--- config.mk ---
export PLATFORM = sky130hd
export DESIGN_NAME = bin_to_bcd_hex_display
export DESIGN_NICKNAME = d
export VERILOG_FILES = /design/src/rtl/bin_to_bcd_hex_display.sv
export SDC_FILE = /design/constraint.sdc
export NUM_CORES = 1
export LEC_CHECK = 0
export CAP_MARGIN = 0
export CORE_MARGIN = 2
export CORE_UTILIZATION = 35
export DETAILED_ROUTE_END_ITERATION = 8
export HOLD_SLACK_MARGIN = 0.1
export PLACE_DENSITY = 0.64
export SLEW_MARGIN = 10
export SYNTH_ARGS = -nofsm -noshare
export SYNTH_HDL_FRONTEND = slang
export SYNTH_SLANG_ARGS = --single-unit
--- constraint.sdc ---
create_clock -name CLOCK_50 -period 7.8 [get_ports CLOCK_50]
set_input_delay 2.34 -clock CLOCK_50 [delete_from_list [all_inputs] [get_ports CLOCK_50]]
set_output_delay 2.34 -clock CLOCK_50 [all_outputs]
set_load 0.01 [all_outputs]
--- src/rtl/bin_to_bcd_hex_display.sv ---
// ---------------------------------------------------------------------------
// bin_to_bcd_hex_display
//   Sequential binary-to-decimal driver for active-low seven-segment digits.
//   When start is accepted, bin is captured. It is then converted with
//   shift-add-3 (double-dabble) at one bit per clock. Results are registered
//   once, in FINISH. Between conversions the outputs do not change.
//
// Handshake: start is a request. It is accepted on any rising edge where
//   busy=0, which includes the cycle in which done is high. busy is high
//   from the accepting edge until FINISH. done is high for one cycle, and
//   bcd/hex/overflow are valid from that cycle until the next done.
//
// Ports
//   CLOCK_50   in   system clock, rising edge
//   reset      in   synchronous active-high reset
//   start      in   conversion request, sampled while busy=0
//   bin        in   WIDTH-bit unsigned value
//   busy       out  conversion in progress
//   done       out  one-cycle pulse, new results valid
//   overflow   out  last value >= 10^DIGITS
//   bcd        out  DIGITS BCD digits, digit 0 = units at [3:0]
//   hex        out  DIGITS segment codes, active-low, bit 6 = g .. bit 0 = a
//   dbg_state  out  current FSM state, for observation only
// ---------------------------------------------------------------------------
module bin_to_bcd_hex_display #(
   parameter int WIDTH         = 8,
   parameter int DIGITS        = 3,
   parameter int BLANK_LEADING = 1
) (
   input  logic                  CLOCK_50,
   input  logic                  reset,
   input  logic                  start,
   input  logic [WIDTH-1:0]      bin,
   output logic                  busy,
   output logic                  done,
   output logic                  overflow,
   output logic [4*DIGITS-1:0]   bcd,
   output logic [7*DIGITS-1:0]   hex,
   output logic [1:0]            dbg_state
);

   // The scratch area holds enough digits for any WIDTH-bit value,
   // because 2^(3n) < 10^n.
   localparam int NDIG = (WIDTH + 2) / 3;
   localparam int NINT = (DIGITS > NDIG) ? DIGITS : NDIG;
   localparam int CW   = $clog2(WIDTH + 1);

   localparam logic [6:0] SEG_BLANK = 7'b1111111;
   localparam logic [6:0] SEG_DASH  = 7'b0111111;

   typedef enum logic [1:0] {
      S_IDLE    = 2'd0,
      S_CONVERT = 2'd1,
      S_FINISH  = 2'd2
   } state_t;

   state_t                state_q, state_d;
   logic [WIDTH-1:0]      sh_q, sh_d;
   logic [4*NINT-1:0]     scr_q, scr_d;
   logic [CW-1:0]         cnt_q, cnt_d;
   logic                  busy_q, busy_d;
   logic                  done_q, done_d;
   logic                  ovf_q, ovf_d;
   logic [4*DIGITS-1:0]   bcd_q, bcd_d;
   logic [7*DIGITS-1:0]   hex_q, hex_d;

   logic [4*NINT-1:0]     adj;
   logic [4*NINT-1:0]     scr_step;
   logic                  ovf_c;
   logic                  seen_nz;
   logic [3:0]            dig;
   logic [7*DIGITS-1:0]   hex_c;

   function automatic logic [6:0] seg7(input logic [3:0] d);
      case (d)
         4'd0:    seg7 = 7'b1000000;
         4'd1:    seg7 = 7'b1111001;
         4'd2:    seg7 = 7'b0100100;
         4'd3:    seg7 = 7'b0110000;
         4'd4:    seg7 = 7'b0011001;
         4'd5:    seg7 = 7'b0010010;
         4'd6:    seg7 = 7'b0000010;
         4'd7:    seg7 = 7'b1111000;
         4'd8:    seg7 = 7'b0000000;
         4'd9:    seg7 = 7'b0010000;
         default: seg7 = SEG_BLANK;
      endcase
   endfunction

   // One double-dabble step. Every digit >= 5 is corrected in parallel,
   // and then the MSB of the binary shift register moves into the scratch.
   always_comb begin
      adj = scr_q;
      for (int i = 0; i < NINT; i++) begin
         if (scr_q[4*i +: 4] >= 4'd5) adj[4*i +: 4] = scr_q[4*i +: 4] + 4'd3;
      end
      scr_step = (adj << 1) | {{(4*NINT-1){1'b0}}, sh_q[WIDTH-1]};
   end

   // Result decode from the completed scratch. Digits are scanned from the
   // top down, so blanking stops at the first nonzero digit. Digit 0 is
   // never blanked.
   always_comb begin
      ovf_c   = 1'b0;
      seen_nz = 1'b0;
      dig     = 4'd0;
      hex_c   = '1;
      for (int i = DIGITS; i < NINT; i++) begin
         if (scr_q[4*i +: 4] != 4'd0) ovf_c = 1'b1;
      end
      for (int i = DIGITS - 1; i >= 0; i--) begin
         dig = scr_q[4*i +: 4];
         if (dig != 4'd0) seen_nz = 1'b1;
         if (ovf_c)
            hex_c[7*i +: 7] = SEG_DASH;
         else if ((BLANK_LEADING != 0) && !seen_nz && (i != 0))
            hex_c[7*i +: 7] = SEG_BLANK;
         else
            hex_c[7*i +: 7] = seg7(dig);
      end
   end

   always_comb begin
      state_d = state_q;
      sh_d    = sh_q;
      scr_d   = scr_q;
      cnt_d   = cnt_q;
      busy_d  = busy_q;
      done_d  = 1'b0;
      ovf_d   = ovf_q;
      bcd_d   = bcd_q;
      hex_d   = hex_q;
      case (state_q)
         S_IDLE: begin
            if (start) begin
               sh_d    = bin;
               scr_d   = '0;
               cnt_d   = CW'(WIDTH);
               busy_d  = 1'b1;
               state_d = S_CONVERT;
            end
         end
         S_CONVERT: begin
            sh_d  = sh_q << 1;
            scr_d = scr_step;
            cnt_d = cnt_q - CW'(1);
            if (cnt_q == CW'(1)) state_d = S_FINISH;
         end
         S_FINISH: begin
            bcd_d   = scr_q[4*DIGITS-1:0];
            hex_d   = hex_c;
            ovf_d   = ovf_c;
            done_d  = 1'b1;
            busy_d  = 1'b0;
            state_d = S_IDLE;
         end
         default: state_d = S_IDLE;
      endcase
   end

   always_ff @(posedge CLOCK_50) begin
      if (reset) begin
         state_q <= S_IDLE;
         sh_q    <= '0;
         scr_q   <= '0;
         cnt_q   <= '0;
         busy_q  <= 1'b0;
         done_q  <= 1'b0;
         ovf_q   <= 1'b0;
         bcd_q   <= '0;
         hex_q   <= '1;
      end else begin
         state_q <= state_d;
         sh_q    <= sh_d;
         scr_q   <= scr_d;
         cnt_q   <= cnt_d;
         busy_q  <= busy_d;
         done_q  <= done_d;
         ovf_q   <= ovf_d;
         bcd_q   <= bcd_d;
         hex_q   <= hex_d;
      end
   end

   assign busy      = busy_q;
   assign done      = done_q;
   assign overflow  = ovf_q;
   assign bcd       = bcd_q;
   assign hex       = hex_q;
   assign dbg_state = state_q;

endmodule

== Word-level counts from Yosys, hierarchy flattened ==
Memories as Yosys holds them, arrays and structs flattened. A register that Yosys moved wholly into a read port is not among the register bits.
Cells that the tools add are included.

* RAM bits: 0
* Input port bits: 11
* Output and inout port bits: 38
* Memories kept: 3
* Bits in read-only memories: 336
* Bits in latches: 0
* Logic and storage cells: 55
* Bits in registers: 61

* Divide/modulo/power cells: 0
* Equality and inequality tests: 5
* Reduce and logical (&&, ||, !) cells: 8
* Bitwise logic cells: 1
* Add/sub/neg operators: 4
* Multipliers: 0
* Muxes and demuxes: 23
* Shift-type cells: 0
* Magnitude comparators: 3

{| class="wikitable"
|+ Memory list
! memory !! words !! width !! rd ports !! clocked after Yosys merged registers in !! wr ports !! RTL line !! text
|-
| (no name shown) || 16 || 7 || 1 || 1 || 0 || 75 || <nowiki>case (d)</nowiki>
|-
| (no name shown) || 16 || 7 || 1 || 1 || 0 || 75 ||
|-
| (no name shown) || 16 || 7 || 1 || 1 || 0 || 75 ||
|}

{| class="wikitable"
|+ Operators with widths
! cell !! count
|-
| $mux W4 || 7
|-
| $pmux W12 S2 || 1
|-
| $pmux W8 S2 || 1
|-
| $mux W7 || 2
|-
| $ge A4 B3 Y1 const B || 3
|-
| $mux W12 || 1
|-
| $or A12 B1 Y12 || 1
|-
| $add A4 B2 Y4 const B || 2
|-
| $mux W8 || 1
|-
| $pmux W4 S2 || 1
|-
| $reduce_bool A4 Y1 || 2
|-
| $reduce_and A2 Y1 || 3
|-
| $eq A4 B1 Y1 const B || 1
|-
| $mux W1 || 4
|-
| $mux W2 || 2
|-
| $ne A2 B2 Y1 const B || 2
|-
| $pmux W2 S2 || 1
|-
| $reduce_bool A2 Y1 || 2
|-
| $sub A4 B1 Y4 const B || 1
|-
| $add A3 B2 Y3 const B || 1
|-
| $mux W3 || 1
|-
| $eq A2 B1 Y1 const B || 1
|-
| $eq A2 B2 Y1 const B || 1
|-
| $logic_not A2 Y1 || 1
|-
| $pmux W1 S2 || 1
|}

== Depth between registers and ports, before layout ==
* Depth in word-level cells: 6
* Gate-level depth with buffers: 11
* Gate-level depth less buffers: 11

== Worst setup path before layout ==
OpenSTA, ideal clock, no wires.

* Path type: input-to-reg
* Start: input start
* End: register (tool-made name)
* Data arrival time: 4.188 ns
* Path buffers: 2
* Setup time: 0.122 ns
* Setup slack: 3.491 ns
* Cell stages on the path: 9
* Cells stage by stage: buf_2 > o21ba_2 > nor2_1 > clkbuf_1 > nand2_1 > o21ai_0 > inv_1 > ha_1 > o311a_1

{| class="wikitable"
|+ RTL lines
! item !! RTL line !! text
|-
| start: declaration || 32 || <nowiki>input logic start,</nowiki>
|}

==> impl_metrics.py <==
metrics = {
    "status": {
        "status": "finished clean",
    },
    "critical_path": {
        "crit_arrival_ps": 5300,
        "rr_worst_depth": 8,
        "crit_chain": "clkdlybuf4s50_1 -> o21ba_2 -> nor2_1 -> nand2_1 -> o21ai_0 -> inv_1 -> ha_1 -> nor3b_1 -> a221oi_1",
        "rr_startpoint": "dbg_state[1]",
        "critPathMaxStageDelay_ps": 740,
        "required_ps": 8020,
        "crit_cells": 9,
        "cpMaxStageDelayCell": "nor2_1",
        "end_kind": "register",
        "crit_fanout": 13,
        "r2r_slack_ps": 4750,
        "start_kind": "input port",
        "critPathBufInv": 2,
        "critPathKind": "in -> reg",
        "cp_top_family": "simple AND/OR/NAND/NOR gates",
    },
    "timing": {
        "grt_setup_unrepaired": "no",
        "hold_ws_ps": 451.7,
        "fin_setup_tns_ps": 0,
        "fin_skew_ps": 8.525,
        "setup_viol_count_final": 0,
        "worst_pin_slew_ps": 975.4,
        "setup_slack_ps": 2723,
        "finalCritPeriodShare_pct": 65.09,
        "relSlewSlack_pct": 34.73,
        "fmax_mhz": 197.0,
        "hold_violations": 0,
        "slew_violations": 0,
        "min_period_ps": 5077,
    },
    "route": {
        "drt_wl_total_um": 7696,
        "ant_nets": 0,
        "drt_iter0_markers": 117,
        "drt_first_pass_iters": 4,
        "wire_per_inst_um": 13.09,
        "via_count": 2926,
        "via_per_inst": 4.976,
        "drc": 0,
    },
    "cts": {
        "cts_sinks": 75,
        "root_buffer": "clkbuf_8",
        "cts_setup_buffers": 0,
        "clkTransAtPathRegs_ps": 80,
        "cts_hold_buffers": 0,
        "cts_resized": 0,
        "cts_htree_levels": 3,
        "cts_tree": "yes",
        "clock_latency_ps": 350,
        "cts_made_buffers": 9,
        "cts.path.max_buffers": 2,
    },
    "placed_design": {
        "dp_worst_setup_slack_ps": 2437,
        "gp_congestion": 0.8802,
        "postPlaceCellArea_mm2": 0.004053,
        "port_buffers": 47,
        "dp.final_hpwl_um": 5268,
    },
    "synthesis": {
        "synth-seq-cells": 75,
        "synth_area_leaders": "dfxtp_1 43%, ha_1 8.2%, nand2_1 5.7%",
        "synthArstFlopShare_pct": 0,
        "yosysWarnings": 0,
        "yosysMostFrequentCell": "dfxtp_1",
        "yosys.cell_types.count": 51,
        "seq_area_frac_synth_pct": 42.66,
        "synth_top_area_cell": "dfxtp_1",
        "synth_common_cells": "75 x dfxtp_1, 53 x nand2_1, 38 x nor2_1, 29 x a21oi_1, 26 x o21ai_0",
        "synth_cells": 419,
        "synth_area_mm2": 0.003520,
        "synth_edf_count": 0,
        "synth.avg_cell_area_um2": 8.400,
        "ys.flop_type": "dfxtp_1",
        "synth_top_area_share_pct": 42.66,
        "synth_nets": 453,
    },
    "cells_and_area": {
        "drive_above_1_share_pct": 7.253,
        "nNetsFinal": 485,
        "num_antenna_cells": 0,
        "nFillCells": 954,
        "fin_area_mm2": 0.004244,
        "area_growth_pct": 20.58,
    },
    "grt": {
        "grt_pass1_wl_um": 13190,
        "antenna_found_initial": 0,
        "grt_usage_pct": 14.72,
        "grt_pass1_vias": 2822,
        "grt_max_degree": 48,
        "overflow": 0,
    },
    "floorplanning": {
        "row_count": 36,
        "ios": 49,
        "die_y_um": 104.3,
        "core_mm2": 0.009774,
        "design.die.area_mm2": 0.01087,
        "die_w_um": 104.3,
        "initial_core_util_pct": 36.01,
    },
    "pwr": {
        "vdd_drop_max_v": 0.00007510,
        "power.density_mw_per_mm2": 174.3,
        "leakage_nw": 1.629,
    },
    "hold_path": {
        "hold_path.class": "reg -> reg",
        "worstHoldEndpoint": "hex[13]",
        "hold_depth": 2,
    },
    "run": {
        "drv_cap": 0,
    },
}
[stage by stage]
step / utilization (%) / total power [mW] / cells
after floorplan: - / 0.4406 / 419
after global placement: 41.46 / 0.4561 / 573
after detailed placement: 41.46 / 0.4569 / 573
after CTS: 43.42 / 0.7481 / 588
after global routing: 43.42 / 0.7708 / 588
final: 43.42 / 0.7396 / 588
[tightest hold or removal path, delay by kind of cell, from the launching register on]
family / cells / cell delay (ps)
flip-flops: 1 / 310
AO/OA/AOI/OAI: 1 / 60
AND/OR/NAND/NOR: 1 / 60
[how the worst max path moves through the flow]
| stage | startpoint | end |
|---|---|---|
| floorplan | start | register |
| global placement | start | register |
| detailed placement | start | register |
| CTS | start | register |
| global route | start | register |
| finish | start | register |
[layer usage]
| layer | global-route usage, % | up-vias | wire, um | part of all wire, % |
|---|---|---|---|---|
| met5 | 0 | - | 0 | 0 |
| met2 | 24.98 | 50 | 3760 | 49 |
| met1 | 17.75 | 1365 | 3508 | 46 |
| met4 | 5.212 | 0 | 140 | 1.8 |
| met3 | 4.135 | 12 | 287 | 3.7 |
| li1 | - | 1499 | - | - |
[cell usage in the layout, fill, tap and decap left out, types with 2 or more instances in the layout]
| cell | Yosys | routed |
|---|---|---|
| o22ai_1 | 12 | 12 |
| nor2_1 | 38 | 38 |
| a22oi_1 | 6 | 6 |
| dfxtp_1 | 75 | 75 |
| and3_1 | 2 | 2 |
| o21ai_0 | 26 | 26 |
| a211oi_1 | 8 | 8 |
| mux2i_1 | 2 | 2 |
| clkbuf_8 | 0 | 9 |
| nand2b_1 | 13 | 13 |
| a21oi_1 | 29 | 29 |
| o311a_1 | 3 | 3 |
| a211o_1 | 2 | 2 |
| or2_2 | 2 | 2 |
| xnor2_1 | 2 | 2 |
| nand3b_1 | 2 | 2 |
| a21o_1 | 3 | 3 |
| o21bai_1 | 7 | 7 |
| inv_1 | 24 | 24 |
| nand3_1 | 6 | 6 |
| clkinv_4 | 0 | 2 |
| mux2_2 | 2 | 2 |
| clkinvlp_4 | 0 | 2 |
| nand2_1 | 53 | 53 |
| clkdlybuf4s50_1 | 0 | 47 |
| ha_1 | 23 | 23 |
| buf_4 | 1 | 3 |
| o311ai_0 | 4 | 4 |
| a311oi_1 | 3 | 3 |
| nor3_1 | 18 | 18 |
| nor2b_1 | 5 | 4 |
[area by class of cell]
class	count	area (um2)	area share, %
clock buffers	9	123.9	2.919
repair buffers	50	493.0	11.62
inverters	25	93.84	2.211
clock inverters	6	67.56	1.592
well taps	133	166.4	3.921
multi-input cells	290	1798	42.36
flip-flops and latches	75	1501	35.38
[power breakdown]
part	internal (mW)	switching [mW]	total, mW
clock	0.146	0.145	0.291
sequential	0.390	0.00853	0.399
combinational	0.0222	0.0271	0.0493
[kinds of logic after synthesis]
family | count (synthesis) | share of synthesized area [%]
adder cells (fa/ha/maj) | 23 | 8.176
AND/OR/NAND/NOR | 144 | 18.63
flip-flops | 75 | 42.66
buffers and inverters | 54 | 6.328
multiplexers | 4 | 1.209
XOR/XNOR | 2 | 0.4978
AO/OA/AOI/OAI | 116 | 22.40
other | 1 | 0.1065
Power figures use the tool's default switching activity.
